<file path="src/rtl/mem_store_align.sv">
// rtl/mem_store_align.sv - store-path byte-lane aligner issuing one or two word-aligned write beats
// Optional feature macro: MEM_STORE_MISALIGN_EN (split word-crossing stores into two beats)
module mem_store_align #(
    parameter int WIDTH  = 32,
    parameter int ADDR_W = 32
) (
    input  logic              clk,
    input  logic              rst_n,
    input  logic              req_valid,
    output logic              req_ready,
    input  logic [2:0]        req_funct3,
    input  logic [ADDR_W-1:0] req_addr,
    input  logic [WIDTH-1:0]  req_data,
    output logic              mem_valid,
    input  logic              mem_ready,
    output logic [ADDR_W-1:0] mem_addr,
    output logic [WIDTH-1:0]  mem_wdata,
    output logic [3:0]        mem_be,
    output logic              done,
    output logic              err
);

    localparam logic [2:0] F3_SB = 3'b000;
    localparam logic [2:0] F3_SH = 3'b001;
    localparam logic [2:0] F3_SW = 3'b010;

`ifdef MEM_STORE_MISALIGN_EN
    typedef enum logic [1:0] {IDLE = 2'd0, BEAT0 = 2'd1, BEAT1 = 2'd2} state_t;
`else
    typedef enum logic [1:0] {IDLE = 2'd0, BEAT0 = 2'd1} state_t;
`endif

    state_t state, state_next;

    logic             legal_f3;
    logic [3:0]       mask;
    logic [1:0]       sh;
    logic [7:0]       be8;
    logic [WIDTH-1:0] data_m;
    logic             crossing;
    logic             req_ok;
    logic             load_req;
    logic             end_beat;
    logic             done_next;
    logic             err_next;

`ifdef MEM_STORE_MISALIGN_EN
    logic [2*WIDTH-1:0] d64;
    logic [WIDTH-1:0]   hi_wdata;
    logic [3:0]         hi_be;
    logic               load_hi;
`else
    logic [WIDTH-1:0]   d32;
`endif

    assign sh        = req_addr[1:0];
    assign req_ready = (state == IDLE);
    assign mem_valid = (state != IDLE);

    // Decode the request: lane mask, right-justified data trimmed to the access size, lane shift
    always_comb begin
        legal_f3 = 1'b1;
        mask     = 4'b0000;
        data_m   = req_data;
        case (req_funct3)
            F3_SB: begin
                mask   = 4'b0001;
                data_m = {{(WIDTH-8){1'b0}}, req_data[7:0]};
            end
            F3_SH: begin
                mask   = 4'b0011;
                data_m = {{(WIDTH-16){1'b0}}, req_data[15:0]};
            end
            F3_SW: begin
                mask   = 4'b1111;
                data_m = req_data;
            end
            default: legal_f3 = 1'b0;
        endcase
    end

    assign be8      = {4'b0000, mask} << sh;
    assign crossing = |be8[7:4];

`ifdef MEM_STORE_MISALIGN_EN
    assign d64    = {{WIDTH{1'b0}}, data_m} << {sh, 3'b000};
    assign req_ok = legal_f3;
`else
    assign d32    = data_m << {sh, 3'b000};
    assign req_ok = legal_f3 && !crossing;
`endif

    // State register; reset drops mem_valid immediately and discards any in-flight store
    always_ff @(posedge clk or negedge rst_n) begin
        if (!rst_n) begin
            state <= IDLE;
        end else begin
            state <= state_next;
        end
    end

    // Next-state logic and the datapath load/clear strobes
    always_comb begin
        state_next = state;
        load_req   = 1'b0;
        end_beat   = 1'b0;
        done_next  = 1'b0;
        err_next   = 1'b0;
`ifdef MEM_STORE_MISALIGN_EN
        load_hi    = 1'b0;
`endif
        case (state)
            IDLE: begin
                if (req_valid) begin
                    if (req_ok) begin
                        load_req   = 1'b1;
                        state_next = BEAT0;
                    end else begin
                        err_next = 1'b1;
                    end
                end
            end
            BEAT0: begin
                if (mem_ready) begin
`ifdef MEM_STORE_MISALIGN_EN
                    if (hi_be != 4'b0000) begin
                        load_hi    = 1'b1;
                        state_next = BEAT1;
                    end else begin
                        end_beat   = 1'b1;
                        done_next  = 1'b1;
                        state_next = IDLE;
                    end
`else
                    end_beat   = 1'b1;
                    done_next  = 1'b1;
                    state_next = IDLE;
`endif
                end
            end
`ifdef MEM_STORE_MISALIGN_EN
            BEAT1: begin
                if (mem_ready) begin
                    end_beat   = 1'b1;
                    done_next  = 1'b1;
                    state_next = IDLE;
                end
            end
`endif
            default: state_next = IDLE;
        endcase
    end

    // Beat registers: load on accept, advance to the upper word on split, clear enables when idle
    always_ff @(posedge clk or negedge rst_n) begin
        if (!rst_n) begin
            mem_addr  <= '0;
            mem_wdata <= '0;
            mem_be    <= 4'b0000;
            done      <= 1'b0;
            err       <= 1'b0;
`ifdef MEM_STORE_MISALIGN_EN
            hi_wdata  <= '0;
            hi_be     <= 4'b0000;
`endif
        end else begin
            done <= done_next;
            err  <= err_next;
            if (load_req) begin
                mem_addr <= {req_addr[ADDR_W-1:2], 2'b00};
                mem_be   <= be8[3:0];
`ifdef MEM_STORE_MISALIGN_EN
                mem_wdata <= d64[WIDTH-1:0];
                hi_wdata  <= d64[2*WIDTH-1:WIDTH];
                hi_be     <= be8[7:4];
            end else if (load_hi) begin
                mem_addr  <= mem_addr + ADDR_W'(4);
                mem_wdata <= hi_wdata;
                mem_be    <= hi_be;
`else
                mem_wdata <= d32;
`endif
            end else if (end_beat) begin
                mem_be <= 4'b0000;
            end
        end
    end

endmodule

</file>
<file path="config.mk">
export PLATFORM = sky130hd
export DESIGN_NAME = mem_store_align
export DESIGN_NICKNAME = d
export VERILOG_FILES = /design/src/rtl/mem_store_align.sv
export SDC_FILE = /design/constraint.sdc
export NUM_CORES = 1
export LEC_CHECK = 0
export CAP_MARGIN = 40
export CORE_MARGIN = 4
export CORE_UTILIZATION = 46
export DETAILED_ROUTE_END_ITERATION = 10
export PLACE_DENSITY_LB_ADDON = 0.12
export RECOVER_POWER = 25
export REMOVE_ABC_BUFFERS = 1
export SYNTH_ARGS = -nofsm -noshare
export SYNTH_HDL_FRONTEND = slang
export SYNTH_SLANG_ARGS = --single-unit
</file>
<file path="constraint.sdc">
create_clock -name clk -period 2.5 [get_ports clk]
set_input_delay 0.625 -clock clk [delete_from_list [all_inputs] [get_ports clk]]
set_output_delay 0.625 -clock clk [all_outputs]
set_load 0.02 [all_outputs]
</file>
==> summary.md, run 1 <==
| Metric | Value |
|---|---|
| Fillers | `around 510` |
| # hold bufs at CTS | `0` |
| Top post-synthesis cells by area | `dfrtp_1, nand2_1, o41ai_2` |
| Mean area per synthesized cell | `between 9 and 10 µm²` |
| Yosys warns | `0` |
| Worst IR Drop VDD | `0.000361 V` |
| First-pass GRT wire length | `14900 µm` |
| Period utilization | `a little over four fifths` |
| Post-cts resize count | `0` |
| Post-route DRC | `0` |
| Layout cell share with drive strength beyond 1 | `around a tenth` |
| CTS tree | `built` |
| RSZ-0062 raised after global routing | `false` |
| Pre-CTS WS | `approximately 0.05 ns` |
| Placed inst area | `0.00487 mm²` |
| Clk slew on worst S/H paths | `0.06 ns` |
| Routed vias/inst | `just over 5` |
| Slew Limit Fails | `30` |
| Placed Instances | `between 500 and 600` |
| Setup violators final | `0` |
| Port bufs | `140` |
| Max-cap violation count | `1` |
| Worst setup margin | `0.402 ns` |
| HPWL Detailed | `around 6700 µm` |
| Asr flop ratio synth | `100%` |
| Ant diodes | `0` |
| Initial DRC Count | `between 100 and 150` |
| Mapped Area | `0.00335 mm²` |
| Post-synthesis register bit count | `slightly below 70` |
| Clock skew | `between 0.005 and 0.006 ns` |
| Critical Path Source Type | `input port` |
| Multi-input gate area | `roughly 0.0014 mm²` |
| Die height | `around 93 µm` |
| Final WL | `between 9000 and 10000 µm` |
| Status | `finished, violations left` |
| # IOs | `between 100 and 150` |
| R2R depth | `4` |
| CTS buffer count | `9` |
| Die area | `between 0.008 and 0.009 mm²` |
| Fin. Hold Viols | `0` |
| Static Leakage | `0.00234 µW` |
| Initial antenna violation count | `0` |
| Worst Hold Launch | `mem_wdata[5]$_DFFE_PN0P_` |
| Setup crit end kind | `flop` |
| Most frequent cell after synthesis | `nand2_1` |
| Worst hold stages | `2` |
| Min Tclk post-route | `2.10 ns` |
| Final Non-Filler Cells | `595` |
| Initial DRT Pass Iterations | `5` |
| Register Area | `approximately 0.0017 mm²` |
| Maximum clock insertion buffer count | `2` |
| Post-synth EDFFs | `0` |
| Fmax | `between 0.4 and 0.5 GHz` |
| Cell type with the largest total area after synthesis | `dfrtp_1` |
| Synth cell types | `32` |
| Worst hold path class | `flop to flop` |
| WS Path Type | `input port to flop` |
| H-Tree Depth | `3` |
| Via Count | `just over 3k` |
| Clk_lat worst skew | `0.33 ns` |
| Nets | `about 570` |
| PwrDens | `between 700 and 800 mW/mm²` |
| Clock sink count | `between 60 and 70` |
| Row count | `30` |
| GP Congestion | `roughly 0.82` |
| Vias in the first global route | `roughly 3.1k` |
| Die X | `just over 90 µm` |
| Core Region | `around 0.0069 mm²` |
| Final Core Density | `between 70% and 80%` |
| Flop2flop setup slack | `0.80 ns` |
| Sequential fraction of the synthesis area | `51.5%` |
| Maximum number of pins on one net before global-route repair | `50` |
| Worst-path fanout max | `about 50` |
| Grt ovf | `0` |
| Primary FF master, synth | `dfrtp_1` |
| Critical Path AT | `around 2.3 ns` |
| WP data required | `about 2.7 ns` |
| Worst R2R End | `mem_wdata[14]$_DFFE_PN0P_` |
| Synth top area share | `51.5%` |
| Initial Utilization | `48.3%` |
| Failing checks | `max-capacitance violations, max-slew violations` |
| Synth Instances | `358` |
| Relative slew margins | `-8.03%` |
| FF-to-FF Start | `state[0]$_DFFE_PN0P_` |
| Post-Layout Inst Area | `between 0.005 and 0.006 mm²` |
| Hold Path End | `mem_wdata[5]$_DFFE_PN0P_` |
| Synth cell count leaders | `nand2_1, dfrtp_1, nor2_1` |
| Detail Route Antenna Nets | `0` |
| Area Overhead vs Synth | `50.7%` |
| Postcts setup bufs | `0` |
| Clock root cell | `clkbuf_8` |
| Global router's overall resource usage | `21.6%` |
| Actual slew at the worst max-slew pin | `around 1.6 ns` |
| Routed len/inst | `between 15 and 20 µm` |
==> cell usage in the layout, fill, tap and decap left out, types with 2 or more instances in the layout <==
| master | netlist | routed |
|---|---|---|
| a21oi_1 | 13 | 13 |
| o41ai_2 | 10 | 10 |
| conb_1 | 1 | 2 |
| a21oi_2 | 3 | 3 |
| nor2b_1 | 8 | 8 |
| a21o_1 | 2 | 2 |
| buf_12 | 0 | 5 |
| clkdlybuf4s50_1 | 0 | 137 |
| nand3_1 | 13 | 13 |
| o21ai_0 | 10 | 10 |
| mux2i_1 | 16 | 16 |
| o21a_1 | 2 | 2 |
| a211oi_1 | 2 | 2 |
| dfrtp_1 | 69 | 69 |
| nor2_1 | 26 | 26 |
| inv_1 | 2 | 2 |
| nand2_1 | 124 | 124 |
| a22oi_1 | 8 | 8 |
| buf_4 | 2 | 11 |
| a2bb2oi_1 | 8 | 8 |
| clkbuf_8 | 0 | 11 |
| buf_2 | 9 | 2 |
| nor3_1 | 3 | 3 |
==> power breakdown <==
part           internal, µW  switching, µW
registers              1350            125
logic                   657            675
clock network           497            380
total                  2500           1180
==> metrics by stage <==
| step | hold slack (ns) | setup TNS, ns | power, µW |
|---|---|---|---|
| 2_1_floorplan | 0.329 | -11.13 | 2070 |
| 3_3_place_gp | 0.452 | 0 | 2800 |
| 3_5_place_dp | 0.456 | 0 | 2840 |
| 4_1_cts | 0.211 | 0 | 3720 |
| 5_1_grt | 0.495 | 0 | 3880 |
| 6_report | 0.468 | 0 | 3680 |
==> cell type report <==
type,count,area share [%]
clock buffers,11,3.00
clock inverters,2,0.694
inverters,2,0.149
multi-input cells,259,28.6
flip-flops and latches,69,34.2
well taps,96,2.38
repair buffers,156,31.0
==> sequential cells by signal (all words and copies together), names as in the netlist <==
signal     flops
done           1
mem_be         4
mem_wdata     32
state          1
mem_addr      30
err            1
==> worst max-delay path: stages <==
cell             delay, ns
clkdlybuf4s50_1       0.45
a21o_1                0.19
a2111o_2              0.52
buf_12                0.20
o41ai_2               0.32
==> layer usage <==
metal / vias up / part of all wire [%] / track usage (%)
met5: - / 0 / 0
met4: 0 / 1.2 / 7.69
met3: 11 / 5.8 / 3.86
met2: 92 / 51 / 37.4
met1: 1446 / 42 / 26.8
li1: 1469 / - / -
==> worst max-delay path by stage <==
stage / to / from
6_report: mem_wdata[14]$_DFFE_PN0P_ / req_funct3[1]
5_1_grt: mem_wdata[14]$_DFFE_PN0P_ / req_funct3[1]
4_1_cts: mem_wdata[14]$_DFFE_PN0P_ / req_funct3[1]
3_5_place_dp: mem_wdata[14]$_DFFE_PN0P_ / req_funct3[1]
3_3_place_gp: mem_wdata[12]$_DFFE_PN0P_ / req_funct3[1]
2_1_floorplan: mem_wdata[0]$_DFFE_PN0P_ / req_addr[0]
==> kinds of logic (layout without fill, tap and decap cells) <==
kind of cell    count (synthesis)  after routing  share of synthesized area [%]
simple gates                  179            179                           21.8
compound gates                 62             62                           15.9
other cells                     1              2                          0.112
buf+inv                        31            171                           5.83
flops                          69             69                           51.5
mux                            16             16                           4.78
(Power assumes the default switching activity.)
==> run 2: changes to the inputs <==
Settings changed: CORE_UTILIZATION 46 to 43.
Clock period 2.5 ns to 2.1 ns, I/O delays scaled along.
==> run 2 against run 1 <==
  * Clock power grew 56%
  * Global-route usage down 0.74 points
  * Setup slack worse by 0.24 ns
  * Design area is 2.5% higher
  * First-iteration DRC count is 33% lower
  * Sequential cell count stayed put
  * The run now ends clean
  * Routed wire length hardly changed
  * Die area grew 6.4%
  * Total power increased by 28%
  * Sequential share of layout area down 0.82 points
  * Core utilization shrank 2.9 points
==> summary.md, run 2 (synthesized netlist as in run 1, its figures left out) <==
| Metric | Value |
|---|---|
| First-pass GRT wire length | `approximately 15000 µm` |
| Min Tclk post-route | `about 2 ns` |
| Status | `completed` |
| Port bufs | `140` |
| Most frequent CP cell | `buf_4` |
| RSZ-0062 raised after global routing | `false` |
| Initial DRC Count | `96` |
| GP Congestion | `approximately 0.83` |
| Final TNS setup | `0 ns` |
| Die X | `between 90 and 100 µm` |
| Relative slew margins | `around two fifths` |
| # hold bufs at CTS | `0` |
| Row count | `31` |
| Postcts setup bufs | `0` |
| Fillers | `between 500 and 600` |
| Multi-input gate area | `0.00144 mm²` |
| Register Area | `between 0.0015 and 0.002 mm²` |
| Most frequent cells in the layout | `clkdlybuf4s50_1, nand2_1, dfrtp_1` |
| Global router's overall resource usage | `between 20% and 30%` |
| CTS tree | `built` |
| # IOs | `approximately 140` |
| Fmax | `0.515 GHz` |
| Final WL | `9190 µm` |
| Initial Utilization | `between 40% and 50%` |
| Slowest CP cell | `clkdlybuf4s50_1` |
| Initial DRT Pass Iterations | `4` |
| Routed vias/inst | `4.97` |
| Largest register by flop count | `mem_wdata` |
| Period utilization | `between 90 and 100%` |
| Slew Limit Fails | `0` |
| Detail Route Antenna Nets | `0` |
| Setup violators final | `0` |
| Instance count on the critical path | `7` |
| R2R depth | `4` |
| Die height | `~96 µm` |
| Max reg flops | `32` |
| Worst path bufs/invs | `3` |
| Layout cell share with drive strength beyond 1 | `roughly 12%` |
| Most common cell after layout, fill and taps aside | `clkdlybuf4s50_1` |
| Clock skew | `~0.0056 ns` |
| Core Region | `roughly 0.0074 mm²` |
| Biggest regs | `mem_wdata x32, mem_addr x30, mem_be x4` |
| Grt ovf | `0` |
| Top delay family on crit path | `buffers and inverters` |
| CTS buffer count | `9` |
| Actual slew at the worst max-slew pin | `roughly 0.91 ns` |
| Ant diodes | `0` |
| Clk_lat worst skew | `0.34 ns` |
| Clock root cell | `clkbuf_8` |
| Total power | `roughly 4700 µW` |
| Initial antenna violation count | `0` |
| Routed len/inst | `~15 µm` |
| Placed Instances | `approximately 600` |
| Via Count | `3035` |
| Worst hold path class | `input port to async pin` |
| Maximum clock insertion buffer count | `2` |
| Fin. Hold Viols | `0` |
| HPWL Detailed | `approximately 6800 µm` |
| Slowest stage delay, CP | `0.44 ns` |
| Vias in the first global route | `approximately 3.1k` |
| WS Path Type | `input port to flop` |
| Setup crit end kind | `flop` |
| Worst-path fanout max | `22` |
| Final Non-Filler Cells | `~610` |
| Final Core Density | `a little over two thirds` |
| Nets | `roughly 580` |
| PwrDens | `910 mW/mm²` |
| Post-route DRC | `0` |
| Static Leakage | `0.00242 µW` |
| H-Tree Depth | `3` |
| Critical Path Source Type | `input port` |
| Post-cts resize count | `0` |
| Maximum number of pins on one net before global-route repair | `41` |
| Clock sink count | `69` |
| Crit path cell chain | `clkdlybuf4s50_1 > a21o_1 > buf_4 > a2111oi_4 > buf_4 > nor2_1 > a21oi_1` |
| Max-cap violation count | `0` |
| Clk slew on worst S/H paths | `0.07 ns` |
| Die area | `approximately 0.009 mm²` |
| Worst IR Drop VDD | `roughly 0.00043 V` |
| Area Overhead vs Synth | `54.4%` |
| Critical Path AT | `roughly 2.2 ns` |
| WP data required | `~2.4 ns` |
-- run 2: worst reg2reg max path: cells and delay by family, from the launching register on --
kind	cells	cell delay, ns
buf+inv	1	0.19
flops	1	0.40
simple gates	1	0.17
compound gates	2	0.74
-- run 2: stage by stage --
step	area, µm²	hold slack [ns]	setup WS [ns]
floorplan	3170	0.229	-0.567
global placement	4930	0.450	-0.163
detailed placement	4930	0.455	-0.217
CTS	5190	0.142	0.136
global route	5170	0.366	0.0418
finish	5170	0.293	0.157
-- run 2: path summary, 6_finish.rpt --
check / startpoint / to / slack, ns
min: rst_n / mem_wdata[20]$_DFFE_PN0P_ / 0.29
min reg2reg: mem_wdata[2]$_DFFE_PN0P_ / mem_wdata[2]$_DFFE_PN0P_ / 0.47
max reg2reg: state[0]$_DFFE_PN0P_ / mem_wdata[15]$_DFFE_PN0P_ / 0.50
max: req_funct3[1] / mem_wdata[24]$_DFFE_PN0P_ / 0.16
min in group clk: mem_wdata[2]$_DFFE_PN0P_ / mem_wdata[2]$_DFFE_PN0P_ / 0.47
max in group asynchronous: rst_n / mem_wdata[21]$_DFFE_PN0P_ / 0.47
-- run 2: final cells by class --
cell class / count / area share, %
flip-flops and latches: 69 / 33.4
repair buffers: 166 / 31.2
multi-input cells: 259 / 27.9
clock buffers: 11 / 2.93
well taps: 99 / 2.39
clock inverters: 5 / 2.06
inverters: 2 / 0.145
-- run 2: report_power, final --
group / switching, µW / internal, µW
clock: 514 / 856
combinational: 805 / 790
sequential: 145 / 1600
-- run 2: routing by layer --
layer  GRT usage (%)  vias up  part of all wire, %
li1                -     1498                    -
met1            24.9     1423                   41
met2            35.9       98                   49
met3            5.39       16                  7.8
met4            7.58        0                  1.9
met5               0        -                    0
